==> src/rtl/fourmux_pkg.sv <==
// Shared types for the 4-to-1 round-robin stream merger.
// Latency: n/a (types and constants only).
// Backpressure: n/a.
package fourmux_pkg;

    localparam int NUM_CH = 4;

    // Channel index; doubles as the out_sel source tag.
    typedef logic [1:0] ch_idx_t;

    // Occupancy of the single output register.
    typedef enum logic {
        EMPTY = 1'b0,
        FULL  = 1'b1
    } slot_state_t;

endpackage

==> src/rtl/fourmux_rr_arb4.sv <==
// Round-robin priority pick over four requests, starting the scan at ptr.
// Latency: purely combinational.
// Backpressure: none; the caller gates the grant with its own slot-free term.
//
// Ports:
//   req      4-bit request vector, bit k = channel k
//   ptr      channel with highest priority this cycle
//   gnt      one-hot grant (all zero when nothing requests)
//   gnt_idx  index of the granted channel (equals ptr when any=0)
//   any      at least one request is present
module rr_arb4
    import fourmux_pkg::*;
(
    input  logic [NUM_CH-1:0] req,
    input  ch_idx_t           ptr,
    output logic [NUM_CH-1:0] gnt,
    output ch_idx_t           gnt_idx,
    output logic              any
);

    always_comb begin
        ch_idx_t idx;
        gnt     = '0;
        gnt_idx = ptr;
        any     = 1'b0;
        idx     = ptr;
        // Scan ptr, ptr+1, ptr+2, ptr+3; the 2-bit add wraps mod 4.
        for (int i = 0; i < NUM_CH; i++) begin
            idx = ch_idx_t'(ptr + ch_idx_t'(i));
            if (!any && req[idx]) begin
                any     = 1'b1;
                gnt_idx = idx;
            end
        end
        if (any) begin
            gnt[gnt_idx] = 1'b1;
        end
    end

endmodule

==> src/rtl/fourmux_rr.sv <==
// Merges four valid/ready producer channels onto one registered output, round-robin.
// Latency: 1 cycle from accept to the beat appearing on out_*; 1 beat/clock sustained.
// Backpressure: out_ready low with a full slot holds out_* and drops every in_ready.
//
// Ports:
//   clk, rst   single clock, synchronous active-high reset
//   in_valid   per-channel valid (bit k = channel k)
//   in_data    packed channel data, channel k at [k*DATA_W +: DATA_W]
//   in_ready   per-channel ready, one-hot or zero
//   out_valid  output beat valid
//   out_data   output beat data
//   out_sel    source channel of the current output beat
//   out_ready  consumer ready
module fourmux_rr
    import fourmux_pkg::*;
#(
    parameter int DATA_W = 8
) (
    input  logic                     clk,
    input  logic                     rst,
    input  logic [NUM_CH-1:0]        in_valid,
    input  logic [NUM_CH*DATA_W-1:0] in_data,
    output logic [NUM_CH-1:0]        in_ready,
    output logic                     out_valid,
    output logic [DATA_W-1:0]        out_data,
    output logic [1:0]               out_sel,
    input  logic                     out_ready
);

    slot_state_t       state;
    ch_idx_t           ptr;
    logic [NUM_CH-1:0] gnt;
    ch_idx_t           gnt_idx;
    logic              any;
    logic              free;
    logic              accept;
    logic [DATA_W-1:0] win_data;

    rr_arb4 u_arb (
        .req     (in_valid),
        .ptr     (ptr),
        .gnt     (gnt),
        .gnt_idx (gnt_idx),
        .any     (any)
    );

    assign out_valid = (state == FULL);

    // The slot can take a new beat if it is empty or draining this cycle.
    assign free = !out_valid || out_ready;

    // The winner always has in_valid set, so a raised ready is an accept.
    assign accept   = any && free && !rst;
    assign in_ready = accept ? gnt : '0;

    always_comb begin
        win_data = '0;
        for (int k = 0; k < NUM_CH; k++) begin
            if (gnt_idx == ch_idx_t'(k)) begin
                win_data = in_data[k*DATA_W +: DATA_W];
            end
        end
    end

    always_ff @(posedge clk) begin
        if (rst) begin
            state    <= EMPTY;
            out_data <= '0;
            out_sel  <= '0;
            ptr      <= '0;
        end else begin
            case (state)
                EMPTY: begin
                    if (accept) begin
                        state    <= FULL;
                        out_data <= win_data;
                        out_sel  <= gnt_idx;
                        ptr      <= ch_idx_t'(gnt_idx + 2'd1);
                    end
                end
                FULL: begin
                    // Drain and refill in the same cycle keeps the slot FULL.
                    if (accept) begin
                        out_data <= win_data;
                        out_sel  <= gnt_idx;
                        ptr      <= ch_idx_t'(gnt_idx + 2'd1);
                    end else if (out_ready) begin
                        state <= EMPTY;
                    end
                end
                default: state <= EMPTY;
            endcase
        end
    end

endmodule

==> config.mk <==
export PLATFORM = sky130hd
export DESIGN_NAME = fourmux_rr
export DESIGN_NICKNAME = d
export VERILOG_FILES = /design/src/rtl/fourmux_pkg.sv /design/src/rtl/fourmux_rr_arb4.sv /design/src/rtl/fourmux_rr.sv
export SDC_FILE = /design/constraint.sdc
export NUM_CORES = 1
export LEC_CHECK = 0
export CORE_AREA = 2 2 61 46
export CTS_CLUSTER_DIAMETER = 40
export DETAILED_ROUTE_END_ITERATION = 8
export DIE_AREA = 0 0 63 48
export PLACE_DENSITY = 0.8
export SLEW_MARGIN = 10
export SYNTH_ARGS = -nofsm -noshare
export SYNTH_HDL_FRONTEND = slang
export SYNTH_SLANG_ARGS = --single-unit
==> constraint.sdc <==
create_clock -name clk -period 4.1 [get_ports clk]
set_clock_uncertainty 0.1 [all_clocks]
set_input_delay 0.41 -clock clk [delete_from_list [all_inputs] [get_ports clk]]
set_output_delay 0.41 -clock clk [all_outputs]
set_load 0.005 [all_outputs]
Yosys cells after proc, flatten, opt, wreduce, memory -nomap -nowiden
Cells that the tools add are included.
{"block": "totals", "input_bits": 39, "out_inout_bits": 15, "elab_cells": 61, "register_bits": 13}
{"block": "op_classes", "n_eq_ne": 3, "n_lt_le_gt_ge": 6, "bitwise": 1, "addsub": 4, "mux": 30, "reduce_logical": 13}
{"op": "8-bit two-way mux", "n": 5}
{"op": "2-bit by 3-bit < comparator with 1-bit output (second input constant)", "n": 5}
{"op": "1-bit two-way mux", "n": 12}
{"op": "2-bit two-way mux", "n": 5}
{"op": "1-bit binary-select mux with 2-bit select", "n": 4}
{"op": "4-bit two-way mux", "n": 2}
{"op": "1-bit logical AND", "n": 6}
{"op": "1-bit zero test", "n": 5}
{"op": "2-bit by 1-bit adder with 2-bit output (second input constant)", "n": 2}
{"op": "2-bit adder (second input constant)", "n": 2}
{"op": "2-bit == test (second input constant)", "n": 2}
{"op": "1-bit demux with 2-bit select", "n": 1}
{"op": "2-bit by 1-bit == test with 1-bit output (second input constant)", "n": 1}
{"op": "2-bit by 1-bit >= comparator with 1-bit output (second input constant)", "n": 1}
{"op": "2-bit zero test", "n": 1}
{"op": "1-bit one-hot mux with 2 select lines", "n": 1}
{"op": "1-bit logical OR", "n": 1}
{"op": "1-bit inverter", "n": 1}

Depth between registers and ports, before layout
Gate-level depths: netlist of the first run.
{"block": "depth", "depth_word": 18, "depth_mapped": 11}

By module
Synthesis of the first run repeated with hierarchy kept, for this count alone.
{"block": "unflattened", "hier_cells": 117, "hier_area_um2": 1054.8}
{"mod": "fourmux_rr", "cells_each": 87, "area_each_um2": 870.8, "seq_area_each_um2": 260.2, "instances": 1}
{"mod": "rr_arb4", "cells_each": 30, "area_each_um2": 183.9, "seq_area_each_um2": 0.0, "instances": 1}

Worst setup path after synthesis of the first run
Ideal clock, no wire load.
{"block": "synth_path", "kind": "input to output", "from": "input in_valid[0]", "to": "output in_ready[2]", "stages": 7, "arrival_ps": 1765, "slack_ps": 1825, "t_required_ps": 3590, "cell_sequence": "nor2b_1 a21oi_1 o211ai_1 ha_1 clkbuf_1 clkbuf_1 and2_1"}
{"block": "synth_between", "elab_chain_cells": 18}
{"element": "from (decl)", "line_no": "fourmux_rr.sv:21", "text": "input logic [NUM_CH-1:0] in_valid,"}
{"element": "1-bit binary-select mux with 2-bit select", "line_no": "fourmux_rr_arb4.sv:30", "text": "if (!any && req[idx]) begin"}
{"element": "1-bit two-way mux (not written as such)", "line_no": "fourmux_rr_arb4.sv:30"}
{"element": "1-bit two-way mux", "line_no": "fourmux_rr_arb4.sv:30"}
{"element": "1-bit zero test", "line_no": "fourmux_rr_arb4.sv:30"}
{"element": "1-bit logical AND", "line_no": "fourmux_rr_arb4.sv:30"}
{"element": "1-bit two-way mux", "line_no": "fourmux_rr_arb4.sv:30"}
{"element": "1-bit zero test", "line_no": "fourmux_rr_arb4.sv:30"}
{"element": "1-bit logical AND", "line_no": "fourmux_rr_arb4.sv:30"}
{"element": "[... 2 more ...]"}
{"element": "1-bit logical AND", "line_no": "fourmux_rr_arb4.sv:30"}
{"element": "2-bit two-way mux", "line_no": "fourmux_rr_arb4.sv:30"}
{"element": "2-bit by 3-bit < comparator with 1-bit output (not written as such) or 2-bit by 1-bit >= comparator with 1-bit output (tied branches)", "line_no": "fourmux_rr_arb4.sv:36", "text": "gnt[gnt_idx] = 1'b1;"}
{"element": "1-bit logical AND (not written as such)", "line_no": "fourmux_rr_arb4.sv:36"}
{"element": "1-bit two-way mux (not written as such)", "line_no": "fourmux_rr_arb4.sv:36"}
{"element": "1-bit demux with 2-bit select"}
{"element": "4-bit two-way mux", "line_no": "fourmux_rr_arb4.sv:35", "text": "if (any) begin"}
{"element": "4-bit two-way mux *", "line_no": "fourmux_rr.sv:54", "text": "assign in_ready = accept ? gnt : '0;"}
{"element": "to (decl)", "line_no": "fourmux_rr.sv:23", "text": "output logic [NUM_CH-1:0] in_ready,"}
Every way passes the cells marked *; elsewhere a longest branch is shown, timed or not. The select of a mux whose other input is x is not followed.

Worst setup path in the final report of the first run
{"block": "layout_path", "from": "input in_valid[0]", "to": "output in_ready[3]"}
{"block": "layout_between", "elab_chain_cells": 18}
{"element": "1-bit binary-select mux with 2-bit select", "line_no": "fourmux_rr_arb4.sv:30"}
{"element": "1-bit two-way mux (not written as such)", "line_no": "fourmux_rr_arb4.sv:30"}
{"element": "1-bit two-way mux", "line_no": "fourmux_rr_arb4.sv:30"}
{"element": "1-bit zero test", "line_no": "fourmux_rr_arb4.sv:30"}
{"element": "1-bit logical AND", "line_no": "fourmux_rr_arb4.sv:30"}
{"element": "1-bit two-way mux", "line_no": "fourmux_rr_arb4.sv:30"}
{"element": "1-bit zero test", "line_no": "fourmux_rr_arb4.sv:30"}
{"element": "1-bit logical AND", "line_no": "fourmux_rr_arb4.sv:30"}
{"element": "[... 3 more ...]"}
{"element": "2-bit two-way mux *", "line_no": "fourmux_rr_arb4.sv:30"}
{"element": "net gnt_idx[0]", "line_no": "fourmux_rr.sv:33", "text": "ch_idx_t gnt_idx;"}
{"element": "2-bit by 3-bit < comparator with 1-bit output (not written as such) or 2-bit by 1-bit >= comparator with 1-bit output (tied branches)", "line_no": "fourmux_rr_arb4.sv:36"}
{"element": "1-bit logical AND (not written as such)", "line_no": "fourmux_rr_arb4.sv:36"}
{"element": "1-bit two-way mux (not written as such)", "line_no": "fourmux_rr_arb4.sv:36"}
{"element": "1-bit demux with 2-bit select *"}
{"element": "4-bit two-way mux *", "line_no": "fourmux_rr_arb4.sv:35"}
{"element": "4-bit two-way mux *", "line_no": "fourmux_rr.sv:54"}
Mark *: on every way through the listed nets, which the timed path passes. The rest lies on a longest branch. The select of a mux whose other input is x is not followed.

==> qor.yml, run 1 <==
status: "complete, no violations"
firstDrtPassIters: 4
syn_avg_cell_area_um2: 7.83
grt_pass1_wl_um: 4310
tightest_slew_ps: 769
drive_above_1_share_pct: 6.17
port_buffers: 53
syn_area_um2: 892
dpl.cell_count: 192
dpl.hpwl_um: 2080
syn2layout_area_growth_pct: 61.2
diodes: 0
synth-seq-area-share_pct: 29.2
fin_cells: 196
maxCapViolCount: 0
antenna_found_initial: 0
vias: 1017
timing.slew.headroom_pct: 48.4
final_net_count: 206
cts_tree: "built"
cts_root_buffer: "clkbuf_4"
grt_util_all_layers_pct: 18.8
cts_buffer_depth: 2
ant_nets: 0
finalWirelength_um: 2720
ir_drop_mv: 0.268
hp-class: "flop to flop"
yosys_warnings: 0
setup_viol_count_final: 0
power.density_nw_per_um2: 338
routabilityCongestion: 0.788
drc_errors: 0
die_h_um: 48
drv_slew: 0
die_area_um2: 3020
grt_max_degree: 18
clock_latency_ps: 280
worstPathArrival_ps: 2940
critPathLaunchType: "primary input"
hold_viol_final: 0
fmax_mhz: 290
min_period_over_period_pct: 84.0
cp.required_ps: 3590
synth_cells: 114
nFillCells: 228
rsz0062_at_grt: "no"
start_util_pct: 37.4
ctsResizeCount: 0
ios: 54
cts.htree.levels: 1
worst-path-max-fanout: 17
critPathKind: "primary input to primary output"
fin_tns_setup_ps: 0
ys_types: 28
cts_hold_buffers: 0
ys_ff_latch: 13
clkTransAtPathRegs_ps: 90
rows: 15
syn_nets: 157
cts_sinks: 13
initialDrtViolationCount: 51
finalCriticalPeriod_ps: 3450
cts_setup_buffers: 0
cts_buffers: 3
wl_per_cell_um: 13.9
p_leak_nw: 0.582
core_um2: 2380
die_w_um: 63
grt_pass1_vias: 953
reg2reg_setup_slack_ps: 1420
grt-ovfl-total: 0
cp-end-kind: "primary output"
vias_per_cell: 5.19
-- final timing paths --
kind,from,depth (start not counted),end
min reg2reg,out_sel[1],2,out_sel[1]
max,in_valid[0],8,in_ready[3]
max reg2reg,ptr[1],9,out_data[0]
min,out_sel[1],2,out_sel[1]
-- worst max-delay path: stages --
cell and delay (ps):
clkdlybuf4s50_1 500, nor2b_1 190, o21ai_0 170, o211ai_1 220, inv_1 150, ha_1 580
and2_1 220, clkdlybuf4s50_1 500
-- stage by stage --
step / area, um2 / worst slack, ps / util, % / hold WS (ps) / power [mW]
after global routing: 1440 / 437 / 60.3 / 403 / 0.522
final: 1440 / 655 / 60.3 / 370 / 0.486
after CTS: 1440 / 648 / 60.3 / 374 / 0.489
after floorplan: 892 / 1830 / - / 354 / 0.296
after detailed placement: 1410 / 682 / 59.2 / 362 / 0.402
after global placement: 1410 / 783 / 59.2 / 349 / 0.397
-- placed cells by master (no fill, tap or decap) --
master           count
nor2_1               2
a21oi_2              4
o22ai_1              1
o21ai_1              2
nand3_1              3
a21oi_1             25
o21ai_0              3
a211o_1              7
clkinv_2             1
dfxtp_1             13
nor3_2               1
nor2b_1              6
nand2_1              4
clkdlybuf4s50_1     53
o211ai_1             1
a221oi_1             7
a22oi_1              1
nor3b_1              1
nor4_2               1
o21a_1               1
inv_1               12
or3_1                1
ha_1                 4
clkbuf_4             3
o22a_1               1
and2_1               4
-- cells in the mapped netlist --
master,count,area [um2]
a211o_1,7,61.3
a221oi_1,7,61.3
buf_6,1,11.3
buf_2,2,10.0
o21ai_1,2,10.0
nor2b_1,6,37.5
buf_1,1,3.75
nand2_1,4,15.0
nand3_1,3,15.0
o21ai_0,3,15.0
a22oi_1,1,7.51
buf_8,1,15.0
dfxtp_1,13,260
a21oi_1,25,125
o211ai_1,1,7.51
or3_1,1,6.26
nor3_2,1,10.0
nor3b_1,1,7.51
ha_1,4,50.1
o21a_1,1,7.51
o22a_1,1,8.76
and2_1,4,25.0
o22ai_1,1,6.26
a21oi_2,4,35.0
inv_1,12,45.0
nor2_1,2,7.51
nor4_2,1,12.5
clkbuf_1,4,15.0
-- power breakdown --
group	switching [mW]	internal, mW
Clock	0.0479	0.0362
Combinational	0.104	0.134
Sequential	0.0148	0.149
-- logic make-up (layout without fill, tap and decap cells) --
family	count (synthesis)	in the layout	synth area share, %
flops	13	13	29.2
simple gates	23	23	15.3
compound gates	53	53	38.7
fa+ha+maj	4	4	5.61
buf+inv	21	69	11.2
-- routing by layer --
metal  track usage [%]  vias to the layer above  routed length, um
li1                  -                      507                  -
met1              22.0                      456               1170
met2              34.3                       48               1290
met3              5.41                        6                208
met4              7.11                        0                 62
met5                 0                        -                  0
-- flip-flops by register name (all words and copies together), names as in the netlist --
name and count:
out_valid 1, out_sel 2, ptr 2, out_data 8
-- area by class of cell --
class / count / area [um2] / area share (%)
inverter: 12 / 45.0 / 3.13
sequential: 13 / 260 / 18.1
clock inverter: 1 / 5.00 / 0.348
timing repair buffer: 53 / 531 / 36.9
tap: 34 / 42.5 / 2.96
multi-input combinational: 80 / 532 / 37.0
clock buffer: 3 / 22.5 / 1.57
Note: power is estimated with default switching activity, not from simulation.
==> run 2: changes to the inputs <==
CORE_AREA = 2 2 62 47   (was 2 2 61 46)
DIE_AREA = 0 0 64 49   (was 0 0 63 48)
PLACE_DENSITY = 0.77   (was 0.8)
clock period = 3.47 ns   (was 4.1 ns; I/O delays follow)
==> qor.yml, run 2 (same netlist as run 1, synthesis figures left out) <==
die_area_um2: 3140  # +3.7%
largest_register_ffs: 8  # unchanged
finalWirelength_um: 2870  # +5.2%
final_common_cell: "clkdlybuf4s50_1"
grt_pass1_wl_um: 4640  # +7.7%
reg_top3: "out_data x8, out_sel x2, ptr x2"
drive_above_1_share_pct: 7.93  # +1.8 points
finalCriticalPeriod_ps: 3150
fin_tns_setup_ps: 0  # unchanged
dpl.hpwl_um: 2190  # +5.3%
cp.required_ps: 3020  # -570 ps
cts_hold_buffers: 0  # unchanged
power.density_nw_per_um2: 398  # +18%
pwr-share-comb_pct: 49.5  # +0.6 points
internal_power_mw: 0.380  # +19%
place_ws_ps: 201  # -481 ps
r2r-start: "ptr[1]"
core_um2: 2580  # +8.3%
routabilityCongestion: 0.887  # +13%
top_register: "out_data"
holdPathEnd: "out_sel[1]"
timing.slew.headroom_pct: 62.7  # +14 points
rr_endpoint: "out_data[4]"
drv_slew: 0  # unchanged
worstPathArrival_ps: 2710  # -230 ps
p_leak_nw: 0.590  # +1.5%
holdPathStages: 2  # unchanged
p_seq_share_pct: 33.6  # -0.2 points
reg2reg_setup_slack_ps: 830  # -590 ps
ir_drop_mv: 0.215  # -20%
cts.htree.levels: 1  # unchanged
die_h_um: 49  # +2.1%
worst-path-max-fanout: 17  # unchanged
fmax_mhz: 317
die_w_um: 64  # +1.6%
grt_max_degree: 18  # unchanged
vias_per_cell: 5.10  # -1.7%
setup_slack_ps: 317  # -338 ps
p_total_mw: 0.580  # +19%
vias: 1020  # +0.29%
grt-ovfl-total: 0  # unchanged
cts_root_buffer: "clkbuf_4"
min_from: "out_sel[1]"
firstDrtPassIters: 4  # unchanged
final_net_count: 208  # +0.97%
clkPwrFrac_pct: 16.8  # -0.5 points
grt_pass1_vias: 1030  # +8.1%
hp-class: "flop to flop"
min_period_over_period_pct: 90.9
critPathLaunchType: "primary input"
syn2layout_area_growth_pct: 63.4
p_sw_mw: 0.200  # +20%
antenna_found_initial: 0  # unchanged
setup_viol_count_final: 0  # unchanged
start_util_pct: 34.5  # -2.9 points
rows: 16  # +1
r2r_cells: 9  # unchanged
cp-end-kind: "primary output"
port_buffers: 53  # unchanged
drc_errors: 0  # unchanged
rsz0062_at_grt: "no"
wl_per_cell_um: 14.3  # +3.1%
cts_buffers: 3  # unchanged
ant_nets: 0  # unchanged
final_cell_mix: "53 x clkdlybuf4s50_1, 25 x a21oi_1, 13 x dfxtp_1, 12 x inv_1"
status: "complete, no violations"
grt_util_all_layers_pct: 19.1  # +0.31 points
ios: 54  # unchanged
tightest_slew_ps: 557  # -213 ps
switching_share_pct: 34.5  # +0.16 points
critPathKind: "primary input to primary output"
cts_sinks: 13  # unchanged
clock_latency_ps: 290  # about the same
diodes: 0  # unchanged
hold_viol_final: 0  # unchanged
cts_tree: "built"
clkTransAtPathRegs_ps: 90  # about the same
cts_buffer_depth: 2  # unchanged
initialDrtViolationCount: 97  # +90%
maxCapViolCount: 0  # unchanged
-- run 2: routing by layer --
metal	GRT usage, %	routed length (um)	vias up
li1	-	-	512
met1	22.3	1300	463
met2	31.1	1300	38
met3	6.70	211	7
met4	9.42	56	0
met5	0	0	-
-- run 2: what timing repair did --
item | in CTS | in global routing
resized for setup | 0 | 1
buffers inserted | 0 | 0
setup endpoints to repair | 0 | 1
-- run 2: area by class of cell --
cell class	instances	area, um2
clock inverter	1	5.00
tap	36	45.0
multi-input combinational	80	534
fill	235	1120
inverter	12	45.0
clock buffer	3	22.5
sequential	13	260
timing repair buffer	55	546
-- run 2: worst max-delay path, cell delays in order --
cell             delay [ps]
clkdlybuf4s50_1         570
nor2b_1                 200
a21oi_1                  60
o211ai_1                390
ha_2                    450
and2_1                  180
clkdlybuf4s50_1         500
-- run 2: how the worst max path moves through the flow --
stage                startpoint           to  slack (ps)  cells past startpoint
floorplan                ptr[1]  in_ready[2]        1300                      8
global placement    in_valid[0]  in_ready[2]         330                      7
finish              in_valid[0]  in_ready[2]         320                      7
global route        in_valid[0]  in_ready[2]         100                      7
detailed placement  in_valid[0]  in_ready[2]         200                      7
CTS                 in_valid[0]  in_ready[2]         190                      7
-- run 2: power by group through the flow --
stage | clock network (mW) | logic [mW] | registers [mW]
2_1_floorplan | 0 | 0.153 | 0.197
3_3_place_gp | 0 | 0.276 | 0.196
3_5_place_dp | 0 | 0.283 | 0.198
4_1_cts | 0.0993 | 0.285 | 0.194
5_1_grt | 0.107 | 0.315 | 0.198
6_report | 0.0976 | 0.287 | 0.195
-- run 2: through the flow --
| step | instance area (um2) | std cells | hold WS [ps] | utilization (%) |
|---|---|---|---|---|
| final | 1460 | 200 | 369 | 56.4 |
| after global placement | 1430 | 196 | 354 | 55.3 |
| after floorplan | 892 | 114 | 319 | - |
| after CTS | 1460 | 200 | 370 | 56.3 |
| after detailed placement | 1430 | 196 | 358 | 55.3 |
| after global routing | 1460 | 200 | 390 | 56.4 |
